File: config.mk
export PLATFORM = sky130hd
export DESIGN_NAME = vc_iter_muldiv_unit_flat
export DESIGN_NICKNAME = d
export VERILOG_FILES = /design/src/rtl/vc_iter_muldiv_unit_pkg.sv /design/src/rtl/vc_iter_muldiv_unit_if.sv /design/src/rtl/vc_iter_muldiv_dpath.sv /design/src/rtl/vc_iter_muldiv_unit.sv /design/src/flat_wrapper.sv
export SDC_FILE = /design/constraint.sdc
export NUM_CORES = 1
export LEC_CHECK = 0
export BUFFER_PORTS_ARGS = -buffer_cell sky130_fd_sc_hd__buf_4
export CORE_ASPECT_RATIO = 0.75
export CORE_UTILIZATION = 50
export CTS_BUF_LIST = sky130_fd_sc_hd__clkbuf_16
export DETAILED_ROUTE_END_ITERATION = 7
export PLACE_DENSITY = 0.67
export SLEW_MARGIN = 20
export SYNTH_ARGS = -nofsm -noshare
export SYNTH_HDL_FRONTEND = slang
export SYNTH_SLANG_ARGS = --single-unit
File: constraint.sdc
create_clock -name clk -period 8.8 [get_ports clk]
set_input_delay 0.88 -clock clk [delete_from_list [all_inputs] [get_ports clk]]
set_output_delay 0.88 -clock clk [all_outputs]
set_load 0.01 [all_outputs]
File: src/rtl/vc_iter_muldiv_unit_pkg.sv
// Shared constants for the iterative multiply/divide unit.
// Mode and FSM state encodings.
package vc_iter_muldiv_unit_pkg;

    typedef enum logic [1:0] {
        VC_MULDIV_MUL   = 2'b00,
        VC_MULDIV_MULHU = 2'b01,
        VC_MULDIV_DIVU  = 2'b10,
        VC_MULDIV_REMU  = 2'b11
    } mode_t;

    typedef enum logic [1:0] {
        IDLE = 2'b00,
        CALC = 2'b01,
        DONE = 2'b10
    } state_t;

endpackage

File: src/rtl/vc_iter_muldiv_unit_if.sv
// Request/response handshake bundle for the muldiv unit.
// The master issues requests; the slave is the unit.
interface vc_iter_muldiv_unit_if
    import vc_iter_muldiv_unit_pkg::*;
#(
    parameter int p_nbits = 32
);

    logic               domain;
    logic               req_val;
    logic               req_rdy;
    mode_t              req_mode;
    logic [p_nbits-1:0] req_a;
    logic [p_nbits-1:0] req_b;
    logic               resp_val;
    logic               resp_rdy;
    logic               resp_domain;
    logic [p_nbits-1:0] resp_result;

    modport master (
        output domain, req_val, req_mode, req_a, req_b, resp_rdy,
        input  req_rdy, resp_val, resp_domain, resp_result
    );

    modport slave (
        input  domain, req_val, req_mode, req_a, req_b, resp_rdy,
        output req_rdy, resp_val, resp_domain, resp_result
    );

endinterface

File: src/rtl/vc_iter_muldiv_dpath.sv
// Datapath: operand, accumulator and counter registers,
// shift-add multiply / restoring divide step and result mux.
module vc_iter_muldiv_dpath
    import vc_iter_muldiv_unit_pkg::*;
#(
    parameter int p_nbits     = 32,
    parameter int p_cnt_nbits = 6
) (
    input  logic               clk,
    input  logic               reset,
    input  logic               ld,
    input  logic               step,
    input  mode_t              mode,
    input  logic [p_nbits-1:0] a,
    input  logic [p_nbits-1:0] b,
    output logic               last,
    output logic [p_nbits-1:0] result
);

    localparam int N = p_nbits;

    mode_t              mode_r;
    logic [N-1:0]       opnd;
    logic [2*N:0]       acc;
    logic [2*N:0]       acc_nxt;
    logic [p_cnt_nbits-1:0] cnt;
    logic [N:0]         sum;
    logic [N+1:0]       diff;

    // Divide: acc = {rem[N:0], quot[N-1:0]}; multiply: acc[2N-1:0] = product.
    always_comb begin
        sum     = {1'b0, acc[2*N-1:N]} + {1'b0, opnd};
        diff    = {acc[2*N:N], acc[N-1]} - {2'b00, opnd};
        acc_nxt = acc;
        if (mode_r[1]) begin
            if (!diff[N+1])
                acc_nxt = {diff[N:0], acc[N-2:0], 1'b1};
            else
                acc_nxt = {acc[2*N-1:N], acc[N-1], acc[N-2:0], 1'b0};
        end else begin
            if (acc[0])
                acc_nxt = {1'b0, sum, acc[N-1:1]};
            else
                acc_nxt = {2'b00, acc[2*N-1:N], acc[N-1:1]};
        end
    end

    always_ff @(posedge clk) begin
        if (reset) begin
            mode_r <= VC_MULDIV_MUL;
            opnd   <= '0;
            acc    <= '0;
            cnt    <= '0;
        end else if (ld) begin
            mode_r <= mode;
            opnd   <= mode[1] ? b : a;
            acc    <= {{(N+1){1'b0}}, (mode[1] ? a : b)};
            cnt    <= p_cnt_nbits'(N);
        end else if (step) begin
            acc    <= acc_nxt;
            cnt    <= cnt - 1'b1;
        end
    end

    assign last = (cnt == p_cnt_nbits'(1));

    always_comb begin
        result = '0;
        unique case (mode_r)
            VC_MULDIV_MUL,
            VC_MULDIV_DIVU:  result = acc[N-1:0];
            VC_MULDIV_MULHU,
            VC_MULDIV_REMU:  result = acc[2*N-1:N];
        endcase
    end

endmodule

File: src/rtl/vc_iter_muldiv_unit.sv
// Iterative unsigned MUL/MULHU/DIVU/REMU with fixed latency
// and per-transaction security domain.
module vc_iter_muldiv_unit
    import vc_iter_muldiv_unit_pkg::*;
#(
    parameter int p_nbits     = 32,
    parameter int p_cnt_nbits = 6
) (
    input  logic                  clk,
    input  logic                  reset,
    vc_iter_muldiv_unit_if.slave  io,
    output logic                  busy
);

    state_t             state;
    logic               resp_val_r;
    logic               dom_r;
    logic               ld;
    logic               step;
    logic               last;
    logic [p_nbits-1:0] res;

    assign ld   = (state == IDLE) && io.req_val;
    assign step = (state == CALC);

    vc_iter_muldiv_dpath #(
        .p_nbits     (p_nbits),
        .p_cnt_nbits (p_cnt_nbits)
    ) dpath (
        .clk    (clk),
        .reset  (reset),
        .ld     (ld),
        .step   (step),
        .mode   (io.req_mode),
        .a      (io.req_a),
        .b      (io.req_b),
        .last   (last),
        .result (res)
    );

    always_ff @(posedge clk) begin
        if (reset) begin
            state      <= IDLE;
            resp_val_r <= 1'b0;
            dom_r      <= 1'b0;
        end else begin
            unique case (state)
                IDLE: if (io.req_val) begin
                    state <= CALC;
                    dom_r <= io.domain;
                end
                CALC: if (last) begin
                    state      <= DONE;
                    resp_val_r <= 1'b1;
                end
                DONE: if (io.resp_rdy) begin
                    state      <= IDLE;
                    resp_val_r <= 1'b0;
                end
                default: state <= IDLE;
            endcase
        end
    end

    assign io.req_rdy     = (state == IDLE);
    assign io.resp_val    = resp_val_r;
    assign io.resp_domain = dom_r;
    // Result is only exposed in DONE so nothing leaks across domains.
    assign io.resp_result = resp_val_r ? res : '0;
    assign busy           = (state != IDLE);

endmodule

File: src/flat_wrapper.sv
// flat-port wrapper written by rule: the top's interface ports become plain ports
module vc_iter_muldiv_unit_flat import vc_iter_muldiv_unit_pkg::*;
#(
    parameter int p_nbits     = 32,
    parameter int p_cnt_nbits = 6
)
  (clk, reset, busy, io_domain, io_req_val, io_req_mode, io_req_a, io_req_b, io_resp_rdy, io_req_rdy, io_resp_val, io_resp_domain, io_resp_result);
  vc_iter_muldiv_unit_if #(.p_nbits(p_nbits)) io_i ();
  input  logic clk;
  input  logic reset;
  output logic busy;
  input wire logic [$bits(io_i.domain)-1:0] io_domain;
  input wire logic [$bits(io_i.req_val)-1:0] io_req_val;
  input wire logic [$bits(io_i.req_mode)-1:0] io_req_mode;
  input wire logic [$bits(io_i.req_a)-1:0] io_req_a;
  input wire logic [$bits(io_i.req_b)-1:0] io_req_b;
  input wire logic [$bits(io_i.resp_rdy)-1:0] io_resp_rdy;
  output wire logic [$bits(io_i.req_rdy)-1:0] io_req_rdy;
  output wire logic [$bits(io_i.resp_val)-1:0] io_resp_val;
  output wire logic [$bits(io_i.resp_domain)-1:0] io_resp_domain;
  output wire logic [$bits(io_i.resp_result)-1:0] io_resp_result;
  assign io_i.domain = io_domain;
  assign io_i.req_val = io_req_val;
  assign io_i.req_mode = io_req_mode;
  assign io_i.req_a = io_req_a;
  assign io_i.req_b = io_req_b;
  assign io_i.resp_rdy = io_resp_rdy;
  assign io_req_rdy = io_i.req_rdy;
  assign io_resp_val = io_i.resp_val;
  assign io_resp_domain = io_i.resp_domain;
  assign io_resp_result = io_i.resp_result;
  vc_iter_muldiv_unit #(.p_nbits(p_nbits), .p_cnt_nbits(p_cnt_nbits)) u_core (.clk(clk), .reset(reset), .io(io_i), .busy(busy));
endmodule
======== Yosys cells after proc, flatten, opt, wreduce, memory -nomap -nowiden ========
Cells that the tools add are included.
W data, S select, Z words.
word-level totals
  bits in registers ....................... 109
  input bits .............................. 71
  output and inout port bits .............. 36
  word-level logic and storage cells ...... 51
operators by class
  add/subtract/negate cells ............... 3
  equality and inequality tests ........... 9
  multiplexer cells ....................... 18
  reduce and logical (&&, ||, !) cells .... 12
operators with widths
  operator               count
  $mux W32               5
  $mux W65               2
  $mux W64               1
  $pmux W32 S2           1
  $sub A34 B32 Y34       1
  $add A32 B32 Y33       1
  $mux W6                2
  $eq A2 B2 Y1 const B   3
  $eq A6 B1 Y1 const B   1
  $mux W2                3
  $pmux W2 S3            1
  $reduce_and A3 Y1      2
  $reduce_bool A2 Y1     3
  $reduce_or A2 Y1       3
  $sub A6 B1 Y6 const B  1
  $eq A2 B1 Y1 const B   2
  $logic_not A2 Y1       2
  $ne A2 B2 Y1 const B   2
  $mux W1                2
  $ne A2 B1 Y1 const B   1
  $pmux W1 S2            1
  $reduce_and A2 Y1      1
  $logic_and A1 B1 Y1    1

======== Longest topological paths before layout ========
Gate-level depths: netlist of the first run.
  word-level depth ........................ 5
  mapped depth ............................ 14
  gate-level depth less buffers ........... 12

======== Cells and area by module ========
A second synthesis of the first run with hierarchy kept.
unflattened totals
  cell total of the unflattened synthesis .. 1,244
  area, all modules ....................... 9,850.7 um^2
modules (own cells, without submodules)
  module                instances  cells an instance  area an instance (um^2)  seq. area each (um^2)
  vc_iter_muldiv_dpath  1          1,187              9,432.8                  2,102.0
  vc_iter_muldiv_unit   1          57                 417.9                    80.1

======== Least setup slack after synthesis of the first run ========
No wires, ideal clock.
  path kind ............................... reg2reg
  start ................................... register u_core.dpath.opnd[6]
  end ..................................... register u_core.dpath.acc[51]
  library setup time ...................... 0.120 ns
  arrival time ............................ 2.782 ns
  data required time ...................... 8.680 ns
  setup slack ............................. 5.898 ns
  cell stages (with the launch flop) ...... 15
  buffers on the path ..................... 3
  clock period less this slack ............ 2.902 ns
  cell sequence ........................... dfxtp_1 -> inv_1 -> ha_1 -> buf_6 -> a21o_1 -> a21o_1 -> or3_1 -> o211ai_2 -> nand2_2 -> o311ai_4 -> buf_6 -> buf_12 -> mux2i_1 -> nor2_1 -> a211o_1
on the way
  cells in the longest elaborated chain, start to end .. 3
  elaborated cells on any way between the ends .. 5
  classes of those cells .................. 2 x add/sub; 3 x mux
ends and longest elaborated chain
  element                                                      RTL line                                                text
  from (decl)                                                  vc_iter_muldiv_dpath.sv:23                              logic [N-1:0] opnd;
  from (signal assigned)                                       vc_iter_muldiv_dpath.sv:56                              opnd <= mode[1] ? b : a;
  $sub A34 B32 Y34 / $add A32 B32 Y33 (equally long branches)  vc_iter_muldiv_dpath.sv:33, vc_iter_muldiv_dpath.sv:32
  $mux W65 / $mux W64 (equally long branches)                  vc_iter_muldiv_dpath.sv:36, vc_iter_muldiv_dpath.sv:41
  $mux W65 *                                                   vc_iter_muldiv_dpath.sv:35                              if (mode_r[1]) begin
  to (signal assigned)                                         vc_iter_muldiv_dpath.sv:57                              acc <= {{(N+1){1'b0}}, (mode[1] ? a : b)};
  to (signal assigned)                                         vc_iter_muldiv_dpath.sv:60                              acc <= acc_nxt;
  to (decl)                                                    vc_iter_muldiv_dpath.sv:24                              logic [2*N:0] acc;
Every way passes the cells marked *; elsewhere a longest branch is shown, timed or not.
A chain may end at the register's enable or synchronous reset.

======== Worst setup path in the final report of the first run ========
  start ................................... register u_core.dpath.acc[33]
  end ..................................... register u_core.dpath.acc[60]
on the way
  cells in the longest elaborated chain, start to end .. 3
  elaborated cells on any way between the ends .. 5
  classes of those cells .................. 2 x add/sub; 3 x mux
ends and longest elaborated chain
  element                                                      RTL line
  $sub A34 B32 Y34 / $add A32 B32 Y33 (equally long branches)  vc_iter_muldiv_dpath.sv:33, vc_iter_muldiv_dpath.sv:32
  $mux W65 / $mux W64 (equally long branches)                  vc_iter_muldiv_dpath.sv:36, vc_iter_muldiv_dpath.sv:41
  $mux W65 *                                                   vc_iter_muldiv_dpath.sv:35
Marked as above.

==> load_flow_metrics.sql, run 1 <==
INSERT INTO impl_metrics (metric_group, metric, value, unit) VALUES
('floorplan', 'placement_rows', '44', ''),
('worst_setup_path', 'crit_type', 'reg -> reg', ''),
('detailed_routing', 'post-route-drc-count', '0', ''),
('cells_and_area', 'fraction_of_layout_cells_with_a_size_suffix_above_1', '0.123', ''),
('sta', 'finalSetupViolations', '0', ''),
('clocking', 'path_clk_slew', '90', 'ps'),
('clocking', 'cts_buffers', '9', ''),
('status', 'status', 'complete, no violations', ''),
('detailed_routing', 'starting_drc_count_in_detailed_routing', '1084', ''),
('worst_setup_path', 'critical-path-slowest-cell', 'sky130_fd_sc_hd__a2111oi_2', ''),
('logic_synthesis', 'ys_ff_latch', '109', ''),
('placed_design', 'finalWeightedCongestion', '0.969', ''),
('grt', 'grt_use_met1', '0.544', ''),
('floorplan', 'io_pins', '107', ''),
('sta', 'slew_headroom', '0.314', ''),
('clocking', 'clock_sink_count', '109', ''),
('clocking', 'cts.root.buffer_cell', 'sky130_fd_sc_hd__clkbuf_16', ''),
('placed_design', 'portBuffers', '106', ''),
('logic_synthesis', 'synth.lib_cells_used.distinct', '76', ''),
('grt', 'maximum_number_of_pins_on_one_net_before_global_route_repair', '88', ''),
('grt', 'grt-ovfl-total', '0', ''),
('logic_synthesis', 'seq_area_frac_synth', '0.219', ''),
('power_and_ir_drop', 'p_leak', '4.87', 'nW'),
('detailed_routing', 'drt_first_pass_iters', '5', ''),
('logic_synthesis', 'ys.warnings.count', '0', ''),
('floorplan', 'core_area', '19400', 'sq um'),
('worst_setup_path', 'critPathMaxFanout', '7', ''),
('grt', 'met3_usage_grt', '0.0805', ''),
('flow_run', 'maxCapViolations', '0', ''),
('clocking', 'worst_skew_pair.late_latency', '380', 'ps'),
('floorplan', 'die_height', '124', 'microns'),
('clocking', 'post_cts.resized_instances', '0', ''),
('cells_and_area', 'fillCellCount', '1824', ''),
('logic_synthesis', 'biggest_area_contributors_in_the_synthesized_netlist', 'sky130_fd_sc_hd__dfxtp_1, sky130_fd_sc_hd__mux2i_1, sky130_fd_sc_hd__ha_1', ''),
('placed_design', 'instance_count_after_placement_with_tap_cells_included', '1528', ''),
('logic_synthesis', 'syn-cell-area', '9960', 'sq um'),
('worst_setup_path', 'path_buf_inv', '0', ''),
('grt', 'grt_util_all_layers', '0.331', ''),
('detailed_routing', 'via_count', '9816', ''),
('detailed_routing', 'post_drt_wl_per_cell', '21.5', 'microns'),
('grt', 'grt_pass1_vias', '8954', ''),
('logic_synthesis', 'netlist_instances', '1244', ''),
('floorplan', 'die_width', '165', 'microns'),
('placed_design', 'post-dp-hpwl', '24.5', 'mm'),
('logic_synthesis', 'top_ff_cell_synth', 'sky130_fd_sc_hd__dfxtp_1', ''),
('worst_setup_path', 'timing.critical_path.arrival', '3800', 'ps'),
('floorplan', 'fp.dieArea', '20500', 'sq um'),
('clocking', 'h_tree_levels', '3', ''),
('logic_synthesis', 'synth-edff-count', '0', ''),
('logic_synthesis', 'synthDominantCellAreaShare', '0.219', ''),
('worst_setup_path', 'critical_path.max_stage_delay', '570', 'ps'),
('grt', 'gr-max-usage-layer', 'met1', ''),
('grt', 'global_route.usage.met2', '0.419', ''),
('sta', 'period_share', '0.403', ''),
('sta', 'max_freq', '282', 'MHz'),
('cells_and_area', 'mostFrequentLayoutCells', 'sky130_fd_sc_hd__mux2i_1, sky130_fd_sc_hd__buf_4, sky130_fd_sc_hd__dfxtp_1, sky130_fd_sc_hd__nor2_1, sky130_fd_sc_hd__a21oi_1', ''),
('logic_synthesis', 'synthDominantAreaCellType', 'sky130_fd_sc_hd__dfxtp_1', ''),
('worst_setup_path', 'start_kind', 'register', ''),
('grt', 'grt_first_pass_wirelength', '52.0', 'mm'),
('clocking', 'tritoncts', 'done', ''),
('clocking', 'post_cts_hold_buffer_count', '0', ''),
('worst_setup_path', 'crit_chain', 'ha_1 -> a211o_1 -> a2111oi_2 -> nor4_1 -> o211ai_1 -> a21oi_1 -> a31oi_1 -> xnor2_1 -> a2111oi_0 -> nor3_1', ''),
('power_and_ir_drop', 'worst_ir_drop_vdd', '106', 'uV'),
('sta', 'rsz_0062_raised_after_global_routing', 'no', ''),
('min_path', 'hold_path.class', 'reg -> reg', ''),
('sta', 'layout_min_cycle_time', '3550', 'ps'),
('sta', 'tightest_slew', '1030', 'ps'),
('floorplan', 'start_util', '0.512', ''),
('cells_and_area', 'number_of_diodes_added_for_antenna_fixing', '0', ''),
('worst_setup_path', 'worst_path_dominant_cell_family', 'compound AO/OA/AOI/OAI gates', ''),
('cells_and_area', 'nets', '1425', '');
-- metal layers --
metal	wire, microns	share of wire
met1	16900	0.51
met2	12500	0.38
met3	3540	0.11
met4	319	0.0096
met5	0	0
-- layout make-up --
cell class | instances | area [sq um] | area share
multi-input combinational | 997 | 7220 | 0.650
sequential | 109 | 2190 | 0.197
timing repair buffer | 116 | 871 | 0.0784
tap | 253 | 317 | 0.0285
clock buffer | 9 | 225 | 0.0203
inverter | 53 | 199 | 0.0179
clock inverter | 7 | 87.6 | 0.00788
-- where the power goes --
part           internal, W  switching, W  leakage, nW
Clock             0.000206      0.000239        0.154
Combinational     0.000255      0.000364         3.82
Sequential        0.000533     0.0000689        0.897
Total             0.000994      0.000672         4.87
-- registers in the layout, indices dropped and copies added (netlist names) --
| name | count |
|---|---|
| u_core.io.resp_domain | 1 |
| u_core.io.resp_val | 1 |
| u_core.state | 2 |
| u_core.dpath.acc | 65 |
| u_core.dpath.cnt | 6 |
| u_core.dpath.mode_r | 2 |
| u_core.dpath.opnd | 32 |
-- worst register-to-register path, stage by stage (launching register included) --
cell and delay (ps):
sky130_fd_sc_hd__dfxtp_1 500, sky130_fd_sc_hd__ha_1 310, sky130_fd_sc_hd__a211o_1 300, sky130_fd_sc_hd__a2111oi_2 570
sky130_fd_sc_hd__nor4_1 210, sky130_fd_sc_hd__o211ai_1 370, sky130_fd_sc_hd__a21oi_1 180, sky130_fd_sc_hd__a31oi_1 330
sky130_fd_sc_hd__xnor2_1 110, sky130_fd_sc_hd__a2111oi_0 440, sky130_fd_sc_hd__nor3_1 90
-- final timing paths --
kind | to | depth (start not counted) | startpoint | slack (ps)
max | u_core.dpath.acc[60] | 10 | u_core.dpath.acc[33] | 5250
min reg2reg | u_core.io.resp_domain | 2 | u_core.io.resp_domain | 460
max reg2reg | u_core.dpath.acc[60] | 10 | u_core.dpath.acc[33] | 5250
min | u_core.io.resp_domain | 2 | u_core.io.resp_domain | 460
-- synthesized netlist by cell type, types with 24 or more instances --
cell and instances:
sky130_fd_sc_hd__xor2_1 24, sky130_fd_sc_hd__o21ai_0 53, sky130_fd_sc_hd__a211oi_1 49, sky130_fd_sc_hd__nor2b_1 43, sky130_fd_sc_hd__ha_1 66, sky130_fd_sc_hd__inv_1 53, sky130_fd_sc_hd__a21oi_1 94, sky130_fd_sc_hd__clkbuf_1 65
sky130_fd_sc_hd__mux2i_1 146, sky130_fd_sc_hd__xnor2_1 29, sky130_fd_sc_hd__nand2_1 79, sky130_fd_sc_hd__o21a_1 25, sky130_fd_sc_hd__dfxtp_1 109, sky130_fd_sc_hd__a21o_1 38, sky130_fd_sc_hd__nor2_1 105
-- through the flow --
step / hold slack (ps) / util / worst slack (ps) / total power (W) / instance area, sq um
finish: 464 / 0.572 / 5250 / 0.00167 / 11100
global route: 487 / 0.572 / 5070 / 0.00175 / 11100
CTS: 465 / 0.571 / 5380 / 0.00165 / 11100
detailed placement: 450 / 0.555 / 5390 / 0.00121 / 10800
global placement: 450 / 0.555 / 5460 / 0.00121 / 10800
floorplan: 481 / - / 5900 / 0.00104 / 9960
-- cell families after synthesis --
| logic type | Yosys count | synth area share |
|---|---|---|
| AO/OA/AOI/OAI | 411 | 0.288 |
| XOR/XNOR | 53 | 0.0466 |
| adder cells (fa/ha/maj) | 68 | 0.0870 |
| buffers and inverters | 138 | 0.0577 |
| flip-flops | 109 | 0.219 |
| multiplexers | 150 | 0.151 |
| AND/OR/NAND/NOR | 315 | 0.150 |
(Power assumes the default switching activity.)
==> run 2: changes to the inputs <==
PLACE_DENSITY = 0.69   (was 0.67)
clock period = 3 ns   (was 8.8 ns; I/O delays follow)
==> load_flow_metrics.sql, run 2 (synthesis results as in run 1) <==
INSERT INTO impl_metrics (metric_group, metric, value, unit) VALUES
('clocking', 'ctsLongestPathBuffers', '2', ''),
('cells_and_area', 'max_ffs_per_register', '65', ''),
('cells_and_area', 'fillCellCount', '1617', ''),
('worst_setup_path', 'critical-path-slowest-cell', 'sky130_fd_sc_hd__or3_4', ''),
('status', 'status', 'finished, violations left', ''),
('detailed_routing', 'ant_nets', '0', ''),
('min_path', 'timing.hold.worst.start', 'io_domain', ''),
('cells_and_area', 'final_common_cell', 'sky130_fd_sc_hd__buf_4', ''),
('min_path', 'hold_path.class', 'in -> reg', ''),
('worst_setup_path', 'path_buf_inv', '1', ''),
('placed_design', 'post_dp_cell_area', '11900', 'sq um'),
('worst_setup_path', 'crit_start', 'u_core.dpath.acc[40]', ''),
('min_path', 'worst_case_hold_path_end_point', 'u_core.io.resp_domain', ''),
('sta', 'hold_violations', '0', ''),
('floorplan', 'placement_rows', '44', ''),
('sta', 'finalSetupViolations', '2', ''),
('worst_setup_path', 'worst_path_dominant_cell_family', 'compound AO/OA/AOI/OAI gates', ''),
('floorplan', 'start_util', '0.512', ''),
('grt', 'grt-ovfl-total', '0', ''),
('sta', 'finalWorstSetupSlack', '-23.8', 'ps'),
('sta', 'tightest_slew', '1020', 'ps'),
('grt', 'grt_pass1_vias', '9762', ''),
('worst_setup_path', 'crit_type', 'reg -> reg', ''),
('placed_design', 'finalWeightedCongestion', '0.970', ''),
('sta', 'rsz_0062_raised_after_global_routing', 'yes', ''),
('worst_setup_path', 'crit_chain', 'ha_4 -> and4_4 -> a21o_1 -> or3_4 -> o211ai_4 -> nand2_2 -> o311ai_4 -> buf_6 -> mux2_4 -> a222oi_1 -> o21ai_1', ''),
('clocking', 'clock_sink_count', '109', ''),
('floorplan', 'die_height', '124', 'microns'),
('grt', 'maximum_number_of_pins_on_one_net_before_global_route_repair', '88', ''),
('cells_and_area', 'register_area', '2230', 'sq um'),
('floorplan', 'fp.dieArea', '20500', 'sq um'),
('sta', 'period_share', '1.01', ''),
('cells_and_area', 'top_register_by_number_of_flip_flops', 'u_core.dpath.acc', ''),
('floorplan', 'io_pins', '107', ''),
('cells_and_area', 'final_cell_count_no_fill', '1708', ''),
('sta', 'layout_min_cycle_time', '3020', 'ps'),
('power_and_ir_drop', 'worst_ir_drop_vdd', '297', 'uV'),
('worst_setup_path', 'critPathMaxFanout', '7', ''),
('cells_and_area', 'layout.core_utilization', '0.674', ''),
('detailed_routing', 'post_drt_wl_per_cell', '20.6', 'microns'),
('detailed_routing', 'drt_first_pass_iters', '7', ''),
('detailed_routing', 'wirelength', '35.1', 'mm'),
('worst_setup_path', 'start_kind', 'register', ''),
('cells_and_area', 'nets', '1589', ''),
('detailed_routing', 'post-route-drc-count', '0', ''),
('worst_setup_path', 'path_depth', '11', ''),
('worst_setup_path', 'timing.critical_path.arrival', '3270', 'ps'),
('floorplan', 'core_area', '19400', 'sq um'),
('clocking', 'cts.root.buffer_cell', 'sky130_fd_sc_hd__clkbuf_16', ''),
('detailed_routing', 'via_count', '10618', ''),
('flow_run', 'maxCapViolations', '0', ''),
('grt', 'grt_first_pass_wirelength', '53.4', 'mm'),
('worst_setup_path', 'critical_path.max_stage_delay', '410', 'ps'),
('status', 'failed_checks', 'negative setup slack', ''),
('cells_and_area', 'fraction_of_layout_cells_with_a_size_suffix_above_1', '0.291', ''),
('detailed_routing', 'starting_drc_count_in_detailed_routing', '1252', ''),
('worst_setup_path', 'critical_path.reg2reg.endpoint', 'u_core.dpath.acc[45]', ''),
('sta', 'slew_headroom', '0.317', ''),
('placed_design', 'post-dp-hpwl', '26.0', 'mm'),
('clocking', 'path_clk_slew', '90', 'ps'),
('power_and_ir_drop', 'sum_of_internal_switching_and_leakage_power', '0.00553', 'W'),
('worst_setup_path', 'setup.reg_to_reg.worst_slack', '-20', 'ps'),
('clocking', 'worst_skew_pair.late_latency', '370', 'ps'),
('cells_and_area', 'number_of_diodes_added_for_antenna_fixing', '0', ''),
('power_and_ir_drop', 'cellPowerDensity', '422', 'nW/um^2'),
('sta', 'timing.clock.skew', '11.0', 'ps'),
('clocking', 'cts_buffers', '9', ''),
('cells_and_area', 'regs_by_ff_count', 'u_core.dpath.acc (65), u_core.dpath.opnd (32), u_core.dpath.cnt (6)', ''),
('placed_design', 'instance_count_after_placement_with_tap_cells_included', '1675', ''),
('floorplan', 'die_width', '165', 'microns'),
('clocking', 'post_cts_hold_buffer_count', '0', ''),
('cells_and_area', 'design_area', '13100', 'sq um'),
('worst_setup_path', 'timing.reg2reg.worst_path_depth', '11', ''),
('clocking', 'tritoncts', 'done', ''),
('cells_and_area', 'multiInputGateArea', '7800', 'sq um'),
('detailed_routing', 'drt-vias-per-instance', '6.22', ''),
('worst_setup_path', 'worstReg2RegStart', 'u_core.dpath.acc[40]', ''),
('placed_design', 'portBuffers', '106', ''),
('cells_and_area', 'layout-area-overhead-vs-synth', '31.6', '%'),
('clocking', 'h_tree_levels', '3', ''),
('sta', 'slew_viol_final', '0', ''),
('sta', 'max_freq', '331', 'MHz'),
('cells_and_area', 'mostFrequentLayoutCells', 'sky130_fd_sc_hd__buf_4, sky130_fd_sc_hd__mux2i_1, sky130_fd_sc_hd__nor2_1, sky130_fd_sc_hd__dfxtp_1, sky130_fd_sc_hd__a21oi_1', ''),
('grt', 'grt_util_all_layers', '0.335', ''),
('grt', 'grt_antenna_before_repair', '0', ''),
('worst_setup_path', 'critPathCaptureType', 'register', ''),
('power_and_ir_drop', 'p_leak', '5.83', 'nW'),
('min_path', 'min_delay_path_depth', '3', ''),
('worst_setup_path', 'required', '3250', 'ps');
==> run 2: cell types whose count changed in the layout (fill, tap and decap cells not counted), sizes merged <==
| cell | change |
|---|---|
| buf | +161 |
| clkbuf | +3 |
| clkinv | -2 |
| inv | +2 |
==> run 2: report_power, final <==
| part | leakage, nW | total (W) | switching, W | internal (W) |
|---|---|---|---|---|
| Sequential | 0.907 | 0.00174 | 0.000170 | 0.00157 |
| Clock | 0.153 | 0.00129 | 0.000683 | 0.000607 |
| Combinational | 4.77 | 0.00250 | 0.00132 | 0.00118 |
==> run 2: tightest hold or removal path, stage by stage <==
cell	delay, ps
sky130_fd_sc_hd__buf_4	110
sky130_fd_sc_hd__nand2_1	40
sky130_fd_sc_hd__a21oi_1	50
==> run 2: metrics by stage <==
stage,hold slack (ps),worst slack (ps),TNS [ps]
floorplan,436,98.3,0
global placement,452,-212,-1050
detailed placement,463,-185,-2450
CTS,163,-4.11,-4.11
global route,165,-112,-948
finish,166,-23.8,-46.1
==> run 2: layout make-up <==
| cell class | instances | share of cell area |
|---|---|---|
| Clock buffer | 9 | 0.0172 |
| Timing Repair Buffer | 280 | 0.171 |
| Sequential cell | 109 | 0.170 |
| Inverter | 53 | 0.0152 |
| Tap cell | 253 | 0.0242 |
| Multi-Input combinational cell | 997 | 0.596 |
| Clock inverter | 7 | 0.00630 |
==> run 2: worst max path at each step <==
stage | to | slack (ps)
CTS | u_core.dpath.acc[63] | -4
finish | u_core.dpath.acc[45] | -20
detailed placement | u_core.dpath.acc[56] | -180
floorplan | u_core.dpath.acc[51] | 100
global route | u_core.dpath.acc[45] | -110
global placement | u_core.dpath.acc[56] | -210
==> run 2: layer usage <==
metal	part of all wire	GRT usage
met5	0	0
met4	0.013	0.0416
met3	0.11	0.0846
met2	0.39	0.441
met1	0.48	0.540
==> run 2: repair_timing <==
action	4_1_cts	5_1_grt
buffers inserted	2	11
gates cloned	0	5
resized for setup	27	129
pin swaps	10	62
setup endpoints to repair	30	34
==> run 3: changes to the inputs <==
BUFFER_PORTS_ARGS = -buffer_cell sky130_fd_sc_hd__buf_2   (was -buffer_cell sky130_fd_sc_hd__buf_4)
GPL_TIMING_DRIVEN = 0   (was default)
SKIP_CTS_REPAIR_TIMING = 1   (was default)
==> load_flow_metrics.sql, run 3 (synthesis results as in run 1) <==
INSERT INTO impl_metrics (metric_group, metric, value, unit) VALUES
('status', 'status', 'finished, violations left', ''),
('status', 'failed_checks', 'negative setup slack', ''),
('clocking', 'clock_sink_count', '109', ''),
('floorplan', 'start_util', '0.512', ''),
('sta', 'finalSetupViolations', '25', ''),
('grt', 'grt_util_all_layers', '0.356', ''),
('placed_design', 'finalWeightedCongestion', '0.969', ''),
('floorplan', 'fp.dieArea', '20500', 'sq um'),
('worst_setup_path', 'start_kind', 'register', ''),
('grt', 'grt_first_pass_wirelength', '55.5', 'mm'),
('flow_run', 'maxCapViolations', '0', ''),
('cells_and_area', 'layout-area-overhead-vs-synth', '17.9', '%'),
('worst_setup_path', 'crit_type', 'reg -> reg', ''),
('worst_setup_path', 'critPathMaxFanout', '6', ''),
('grt', 'maximum_number_of_pins_on_one_net_before_global_route_repair', '20', ''),
('sta', 'finalWorstSetupSlack', '-150', 'ps'),
('sta', 'rsz_0062_raised_after_global_routing', 'yes', ''),
('floorplan', 'placement_rows', '44', ''),
('detailed_routing', 'starting_drc_count_in_detailed_routing', '1081', ''),
('sta', 'period_share', '1.05', ''),
('power_and_ir_drop', 'worst_ir_drop_vdd', '332', 'uV'),
('cells_and_area', 'nets', '1515', ''),
('grt', 'grt_pass1_vias', '9570', ''),
('cells_and_area', 'fraction_of_layout_cells_with_a_size_suffix_above_1', '0.186', ''),
('detailed_routing', 'via_count', '10327', ''),
('sta', 'slew_headroom', '0.318', ''),
('detailed_routing', 'ant_nets', '0', ''),
('sta', 'layout_min_cycle_time', '3150', 'ps'),
('detailed_routing', 'drt-vias-per-instance', '6.32', ''),
('cells_and_area', 'regs_by_ff_count', 'u_core.dpath.acc (65), u_core.dpath.opnd (32), u_core.dpath.cnt (6)', ''),
('placed_design', 'post-dp-hpwl', '28.1', 'mm'),
('clocking', 'cts_buffers', '9', ''),
('min_path', 'min_delay_path_depth', '3', ''),
('placed_design', 'portBuffers', '105', ''),
('floorplan', 'die_width', '165', 'microns'),
('floorplan', 'die_height', '124', 'microns'),
('floorplan', 'io_pins', '107', ''),
('cells_and_area', 'final_common_cell', 'sky130_fd_sc_hd__mux2i_1', ''),
('worst_setup_path', 'timing.reg2reg.worst_path_depth', '13', ''),
('floorplan', 'core_area', '19400', 'sq um'),
('cells_and_area', 'top_register_by_number_of_flip_flops', 'u_core.dpath.acc', ''),
('detailed_routing', 'post_drt_wl_per_cell', '22.4', 'microns'),
('min_path', 'hold_path.class', 'in -> reg', ''),
('worst_setup_path', 'timing.critical_path.arrival', '3380', 'ps'),
('clocking', 'cts.root.buffer_cell', 'sky130_fd_sc_hd__clkbuf_16', ''),
('grt', 'grt_antenna_before_repair', '0', ''),
('cells_and_area', 'mostFrequentLayoutCells', 'sky130_fd_sc_hd__mux2i_1, sky130_fd_sc_hd__buf_2, sky130_fd_sc_hd__nor2_1, sky130_fd_sc_hd__a21oi_1, sky130_fd_sc_hd__nand2_1', ''),
('sta', 'hold_violations', '0', ''),
('detailed_routing', 'drt_first_pass_iters', '5', ''),
('clocking', 'worst_skew_pair.late_latency', '370', 'ps'),
('worst_setup_path', 'critPathCaptureType', 'register', ''),
('clocking', 'path_clk_slew', '80', 'ps'),
('grt', 'grt-ovfl-total', '0', ''),
('sta', 'tightest_slew', '1020', 'ps'),
('placed_design', 'post_dp_cell_area', '10800', 'sq um'),
('clocking', 'tritoncts', 'done', ''),
('power_and_ir_drop', 'p_leak', '5.06', 'nW'),
('sta', 'max_freq', '317', 'MHz'),
('detailed_routing', 'post-route-drc-count', '0', ''),
('cells_and_area', 'max_ffs_per_register', '65', ''),
('power_and_ir_drop', 'cellPowerDensity', '443', 'nW/um^2'),
('worst_setup_path', 'required', '3230', 'ps'),
('sta', 'timing.clock.skew', '10.2', 'ps'),
('detailed_routing', 'wirelength', '36.6', 'mm'),
('clocking', 'ctsLongestPathBuffers', '2', ''),
('sta', 'slew_viol_final', '0', ''),
('cells_and_area', 'design_area', '11700', 'sq um'),
('clocking', 'h_tree_levels', '3', ''),
('cells_and_area', 'number_of_diodes_added_for_antenna_fixing', '0', ''),
('power_and_ir_drop', 'sum_of_internal_switching_and_leakage_power', '0.00520', 'W');
run 3: worst max-delay path, cell delays in order (launching register included):
cell                       delay (ps)
sky130_fd_sc_hd__dfxtp_4          410
sky130_fd_sc_hd__inv_2             60
sky130_fd_sc_hd__ha_4             230
sky130_fd_sc_hd__and4_4           200
sky130_fd_sc_hd__a21o_1           220
sky130_fd_sc_hd__or3_4            410
sky130_fd_sc_hd__o211ai_2         210
sky130_fd_sc_hd__nand2_2          100
sky130_fd_sc_hd__o311ai_4         230
sky130_fd_sc_hd__buf_6            170
sky130_fd_sc_hd__buf_8            150
sky130_fd_sc_hd__mux2_2           390
sky130_fd_sc_hd__a21oi_2          150
sky130_fd_sc_hd__a21oi_1           70
run 3: routing by layer:
| layer | up-vias | GRT usage | share of wire |
|---|---|---|---|
| li1 | 4888 | - | - |
| met1 | 4882 | 0.539 | 0.46 |
| met2 | 531 | 0.493 | 0.41 |
| met3 | 26 | 0.102 | 0.12 |
| met4 | 0 | 0.0675 | 0.011 |
| met5 | - | 0 | 0 |
run 3: stage by stage:
stage / instances / util / TNS [ps] / worst slack (ps) / hold slack (ps)
CTS: 1618 / 0.572 / -13830 / -498 / 166
floorplan: 1244 / - / 0 / 98.3 / 436
detailed placement: 1602 / 0.556 / -12550 / -451 / 468
global placement: 1602 / 0.556 / -12860 / -465 / 445
finish: 1634 / 0.604 / -1650 / -150 / 166
global route: 1634 / 0.604 / -4320 / -227 / 176
run 3: final cells by class:
type                            instances  area [sq um]
Fill cell                            1800          7690
Multi-Input combinational cell        997          7570
Sequential cell                       109          2250
Timing Repair Buffer                  128           723
Buffer                                 78           372
Tap cell                              253           317
Clock buffer                            9           225
Inverter                               53           201
Clock inverter                          7          85.1
run 3: power by group:
group	switching (W)	leakage, nW	internal, W
clock network	0.000635	0.154	0.000664
registers	0.000195	0.912	0.00156
logic	0.00125	4.00	0.000892
run 3: worst paths after layout:
kind                         start               endpoint  slack (ps)
max           u_core.dpath.opnd[9]   u_core.dpath.acc[46]        -150
min                      io_domain  u_core.io.resp_domain         170
max reg2reg   u_core.dpath.opnd[9]   u_core.dpath.acc[46]        -150
min reg2reg  u_core.io.resp_domain  u_core.io.resp_domain         480
